[src/rtl/calc_pkg.sv]
// Shared definitions for the sequential BCD calculator.
//   OP_*    : opcode encodings on the op input
//   state_t : controller states
//   pow10   : 10^n as a 64-bit value, used for the overflow threshold
package calc_pkg;

    localparam logic [1:0] OP_ADD  = 2'b00;
    localparam logic [1:0] OP_SUB  = 2'b01;
    localparam logic [1:0] OP_MUL  = 2'b10;
    localparam logic [1:0] OP_PASS = 2'b11;

    typedef enum logic [1:0] {
        IDLE = 2'd0,
        CALC = 2'd1,
        CONV = 2'd2,
        LOAD = 2'd3
    } state_t;

    function automatic logic [63:0] pow10(input int n);
        logic [63:0] r;
        r = 64'd1;
        for (int i = 0; i < n; i++) begin
            r = r * 64'd10;
        end
        return r;
    endfunction

endpackage

[src/rtl/bin2bcd_serial.sv]
// Serial binary-to-packed-BCD converter (shift-add-3), one input bit per cycle.
//   clk, rst : clock, asynchronous active-high reset
//   load     : capture bin and clear the accumulator; RW shifts follow
//   bin      : binary value, consumed MSB first
//   busy     : high while more than one shift is still outstanding, so the
//              controller can leave its conversion state on the final shift edge
//   bcd      : accumulator; digit 0 in bits [3:0]. Final value is bin mod 10^DIGITS
module bin2bcd_serial
    import calc_pkg::*;
#(
    parameter int RW     = 12,
    parameter int DIGITS = 4
) (
    input  logic                  clk,
    input  logic                  rst,
    input  logic                  load,
    input  logic [RW-1:0]         bin,
    output logic                  busy,
    output logic [4*DIGITS-1:0]   bcd
);

    localparam int CW = $clog2(RW + 1);

    logic [RW-1:0]       sh;
    logic [4*DIGITS-1:0] acc;
    logic [4*DIGITS-1:0] adj;
    logic [CW-1:0]       cnt;   // shifts remaining

    // Add-3 correction: any digit >= 5 would carry past 9 when doubled.
    always_comb begin
        adj = acc;
        for (int d = 0; d < DIGITS; d++) begin
            if (acc[4*d +: 4] >= 4'd5) begin
                adj[4*d +: 4] = acc[4*d +: 4] + 4'd3;
            end
        end
    end

    always_ff @(posedge clk or posedge rst) begin
        if (rst) begin
            sh  <= '0;
            acc <= '0;
            cnt <= '0;
        end else if (load) begin
            sh  <= bin;
            acc <= '0;
            cnt <= CW'(RW);
        end else if (cnt != '0) begin
            // Carry out of the top digit falls off here, giving mod 10^DIGITS.
            acc <= {adj[4*DIGITS-2:0], sh[RW-1]};
            sh  <= {sh[RW-2:0], 1'b0};
            cnt <= cnt - CW'(1);
        end
    end

    assign busy = (cnt > CW'(1));
    assign bcd  = acc;

endmodule

[src/rtl/calc_bcd_seq.sv]
// Clocked add/sub/mul calculator with packed-BCD result for 7-segment decoders.
//   clk, rst : clock, asynchronous active-high reset
//   start    : operation request, a/b/op captured with it
//   op       : 00 add, 01 sub (sign/magnitude), 10 mul, 11 pass A
//   a, b     : unsigned W-bit operands
//   busy     : operation in flight
//   done     : one-cycle pulse when bcd/neg/ovf have just been updated
//   bcd      : DIGITS packed BCD digits, ones digit in [3:0]
//   neg      : subtract result was negative
//   ovf      : magnitude did not fit in DIGITS decimal digits
//
// Handshake: start is accepted only on an edge where busy=0; busy rises after
// that edge and falls on the edge that loads the result, in the same cycle done
// is high. A start seen while busy=1 is dropped, not queued. A start presented
// during the done cycle is accepted, since the controller is already idle.
module calc_bcd_seq
    import calc_pkg::*;
#(
    parameter int W      = 6,
    parameter int DIGITS = 4
) (
    input  logic                  clk,
    input  logic                  rst,
    input  logic                  start,
    input  logic [1:0]            op,
    input  logic [W-1:0]          a,
    input  logic [W-1:0]          b,
    output logic                  busy,
    output logic                  done,
    output logic [4*DIGITS-1:0]   bcd,
    output logic                  neg,
    output logic                  ovf
);

    localparam int          RW    = 2 * W;
    localparam logic [63:0] LIMIT = pow10(DIGITS);

    state_t              state, state_next;
    logic [W-1:0]        a_r, b_r;
    logic [1:0]          op_r;
    logic                neg_r, ovf_r;
    logic [RW-1:0]       mag;
    logic                conv_busy;
    logic [4*DIGITS-1:0] conv_bcd;

    // Result magnitude; RW = 2W holds every case without loss.
    always_comb begin
        mag = '0;
        case (op_r)
            OP_ADD:  mag = RW'(a_r) + RW'(b_r);
            OP_SUB:  mag = (a_r >= b_r) ? RW'(a_r - b_r) : RW'(b_r - a_r);
            OP_MUL:  mag = RW'(a_r) * RW'(b_r);
            default: mag = RW'(a_r);
        endcase
    end

    always_ff @(posedge clk or posedge rst) begin
        if (rst) state <= IDLE;
        else     state <= state_next;
    end

    always_comb begin
        state_next = state;
        case (state)
            IDLE:    if (start) state_next = CALC;
            CALC:    state_next = CONV;
            CONV:    if (!conv_busy) state_next = LOAD;
            LOAD:    state_next = IDLE;
            default: state_next = IDLE;
        endcase
    end

    always_ff @(posedge clk or posedge rst) begin
        if (rst) begin
            a_r   <= '0;
            b_r   <= '0;
            op_r  <= '0;
            neg_r <= 1'b0;
            ovf_r <= 1'b0;
            done  <= 1'b0;
            bcd   <= '0;
            neg   <= 1'b0;
            ovf   <= 1'b0;
        end else begin
            done <= 1'b0;
            if (state == IDLE && start) begin
                a_r  <= a;
                b_r  <= b;
                op_r <= op;
            end
            if (state == CALC) begin
                neg_r <= (op_r == OP_SUB) && (a_r < b_r);
                ovf_r <= (64'(mag) >= LIMIT);
            end
            if (state == LOAD) begin
                bcd  <= conv_bcd;
                neg  <= neg_r;
                ovf  <= ovf_r;
                done <= 1'b1;
            end
        end
    end

    assign busy = (state != IDLE);

    bin2bcd_serial #(
        .RW     (RW),
        .DIGITS (DIGITS)
    ) u_conv (
        .clk  (clk),
        .rst  (rst),
        .load (state == CALC),
        .bin  (mag),
        .busy (conv_busy),
        .bcd  (conv_bcd)
    );

endmodule

[config.mk]
export PLATFORM = sky130hd
export DESIGN_NAME = calc_bcd_seq
export DESIGN_NICKNAME = d
export VERILOG_FILES = /design/src/rtl/calc_pkg.sv /design/src/rtl/bin2bcd_serial.sv /design/src/rtl/calc_bcd_seq.sv
export SDC_FILE = /design/constraint.sdc
export NUM_CORES = 1
export LEC_CHECK = 0
export CORE_UTILIZATION = 31
export DETAILED_ROUTE_END_ITERATION = 7
export PLACE_DENSITY = 0.44
export SLEW_MARGIN = 20
export SYNTH_ARGS = -nofsm -noshare
export SYNTH_HDL_FRONTEND = slang
export SYNTH_HIERARCHICAL = 1
export SYNTH_SLANG_ARGS = --single-unit
[constraint.sdc]
create_clock -name clk -period 5.12 [get_ports clk]
set_input_delay 0.512 -clock clk [delete_from_list [all_inputs] [get_ports clk]]
set_output_delay 0.512 -clock clk [all_outputs]
set_load 0.1 [all_outputs]
==> results.json <==
{
  "outcome": "complete, no violations",
  "synth_fa_ha_area_frac": 0.2003,
  "synth_seq_cells": 67,
  "core_area_um2": 16640,
  "crit_slowest_cell": "fa_1",
  "htreeDepth": 3,
  "end_kind": "flip-flop",
  "crit_arrival_ps": 4320,
  "grt_pass1_wl_um": 20780,
  "critPathTopFamily": "adder cells",
  "dr.pass1.iters": 4,
  "rsz0062_at_grt": "false",
  "vias": 3944,
  "yosysUniqueCellTypes": 64,
  "finalMaxSlewViolations": 0,
  "tightest_slew_ps": 1065,
  "n_fill_cell": 1653,
  "crit_buf_inv": 3,
  "cts.sinks": 67,
  "synth_xor_area_frac": 0.01815,
  "cp_max_fo": 7,
  "synth-simple-area-share": 0.1313,
  "setup_viol": 0,
  "ios": 37,
  "min_path_cells": 1,
  "regArea_um2": 1677,
  "crit_type": "reg2reg",
  "holdBufCountCts": 0,
  "synth_commonest_cells": "75 x inv_1, 67 x dfrtp_1, 53 x ha_1, 46 x nor2_1, 39 x nand2_1",
  "rrSetupSlack_ps": 1000,
  "drive_above_1_share": 0.1128,
  "synth_area_um2": 5309,
  "gp_congestion": 0.8529,
  "ys.warnings.count": 6,
  "fin_nets": 672,
  "r2r_end": "u_conv/sh[11]",
  "cts_buffer_depth": 2,
  "cts_tree": "done",
  "route.detailed.drc": 0,
  "synth_cells": 552,
  "syn2layout_area_growth_pct": 16.07,
  "insertedDiodeCount": 0,
  "insertion_delay_ps": 340,
  "r2r-start": "b_r[1]",
  "post_cts_resized": 0,
  "synth_top_family_by_area": "adder cells",
  "period_minus_slack_ps": 4123,
  "viasPerCell": 4.899,
  "grt_antenna_before_repair": 0,
  "muxShareOfSynthArea": 0.1013,
  "relSlewSlack": 0.2901,
  "post_drt_wl_per_cell_um": 15.23,
  "routed_wl_um": 12260,
  "avgSynthCellArea_um2": 9.617,
  "setup.worst_path.start": "b_r[1]",
  "dr.first_iter.drc_count": 173,
  "min_period_over_period": 0.8052,
  "portBuffers": 35,
  "grt_pass1_vias": 4076,
  "worst_path_largest_cell_delay_ps": 550,
  "fin_setup_tns_ps": 0,
  "grt.overflow.total": 0,
  "initial_core_util": 0.3190,
  "grtUsageTotal": 0.1486,
  "maxCapViolCount": 0,
  "die_w_um": 132.9,
  "startpoint_type": "flip-flop",
  "skew_ps": 8.675,
  "numCtsBuffers": 9,
  "hold_viol": 0,
  "max_freq_mhz": 242.6,
  "synth_top_cell_area_share": 0.3158,
  "synth_compound_area_frac": 0.1570,
  "die-area_um2": 17650,
  "clk_pin_slew_ps": 50,
  "multiInputGateArea_um2": 3232,
  "endpoint": "u_conv/sh[11]",
  "rows": 47,
  "synth_edf_count": 0,
  "crit_required_ps": 5320,
  "synth_most_common_cell": "inv_1",
  "post-dp-hpwl_um": 9339,
  "postCtsSetupRepairBufs": 0,
  "path_cells": "inv_1 > nor2_1 > fa_1 > inv_1 > fa_1 > fa_1 > inv_1 > ha_1 > nor2b_1 > o21ai_0 > a21oi_1 > o41ai_1 > xor2_1 > a21o_1 > nand2_1 > o21ai_1",
  "synth_ff_type": "dfrtp_1",
  "path_depth": 16,
  "async_flop_share": 1.000,
  "fp.dieH_um": 132.9,
  "rr_worst_depth": 16,
  "hold_class": "reg2reg",
  "drtAntennaViolNets": 0,
  "cts_root_buf": "clkbuf_16",
  "synth_area_leaders": "dfrtp_1 32%, ha_1 12%, fa_1 7.5%",
  "syn_nets": 642,
  "yosysSeqAreaShare": 0.3158,
  "grt_start_max_net_pins": 58,
  "synth_area_leader_cell": "dfrtp_1"
}
[state kept, by name (all words and copies together), names as in the netlist]
name and cells:
a_r 6, b_r 6, bcd 16, done 1
neg 1, neg_r 1, op_r 2, state 2
u_conv/bcd 16, u_conv/cnt 4, u_conv/sh 12
[layout make-up]
class | instances | area share
clock buffers | 12 | 0.04162
clock inverters | 2 | 0.009746
inverters | 75 | 0.04569
multi-input cells | 390 | 0.5245
flip-flops and latches | 67 | 0.2721
well taps | 220 | 0.04467
repair buffers | 39 | 0.06173
[worst min-delay path by stage]
stage	from	end
final	bcd[4]	bcd[4]
after global routing	bcd[1]	bcd[1]
after CTS	bcd[4]	bcd[4]
after detailed placement	bcd[8]	bcd[8]
after global placement	bcd[3]	bcd[3]
after floorplan	neg_r	neg
[cell families after synthesis]
group	count (synthesis)
multiplexers	48
flip-flops	67
other	1
buffers and inverters	95
AND/OR/NAND/NOR	142
AO/OA/AOI/OAI	115
adder cells (fa/ha/maj)	73
XOR/XNOR	11
[worst register-to-register path, cell delays in order (launching register included)]
cell and delay [ps]:
dfrtp_1 500, inv_1 200, nor2_1 170, fa_1 430, inv_1 80, fa_1 440
fa_1 550, inv_1 40, ha_1 340, nor2b_1 150, o21ai_0 220, a21oi_1 130
o41ai_1 330, xor2_1 110, a21o_1 190, nand2_1 50, o21ai_1 60
[cell usage in the layout, fill, tap and decap left out, types with 4 or more instances in the layout]
master | synthesis | routed
xnor2_1 | 9 | 9
mux2i_1 | 14 | 14
nor2b_1 | 13 | 13
nand2_1 | 39 | 39
buf_4 | 1 | 4
clkbuf_16 | 0 | 9
mux2_2 | 32 | 32
nor3_1 | 4 | 4
inv_1 | 75 | 75
o211ai_1 | 6 | 6
o2111ai_1 | 6 | 6
or3_1 | 13 | 13
clkdlybuf4s50_1 | 0 | 35
ha_1 | 53 | 53
a21o_1 | 10 | 10
nand2b_1 | 6 | 6
nor2_1 | 46 | 46
fa_1 | 20 | 20
dfrtp_1 | 67 | 67
o21ai_0 | 32 | 32
o21a_1 | 5 | 5
a21oi_1 | 18 | 18
nand3_1 | 6 | 6
[layer usage]
layer | track usage | part of all wire | vias to the layer above
met5 | 0 | 0 | -
met4 | 0.06513 | 0.026 | 0
met3 | 0.02452 | 0.027 | 24
met2 | 0.2429 | 0.47 | 81
met1 | 0.1927 | 0.47 | 1900
li1 | - | - | 1939
[per-stage QoR]
stage               worst slack [ps]  hold WS (ps)  utilization  cell area (µm²)  cells
floorplan                       1339         471.2            -             5309    552
global placement                1069         489.3       0.3513             5846    791
detailed placement             942.7         496.8       0.3513             5846    791
CTS                            947.1         510.9       0.3703             6162    805
global route                   682.6         523.1       0.3703             6162    805
finish                         997.2         502.0       0.3703             6162    805
Power is not shown: default switching activity piles up to over one toggle a cycle in this logic, so the estimate is an artifact.
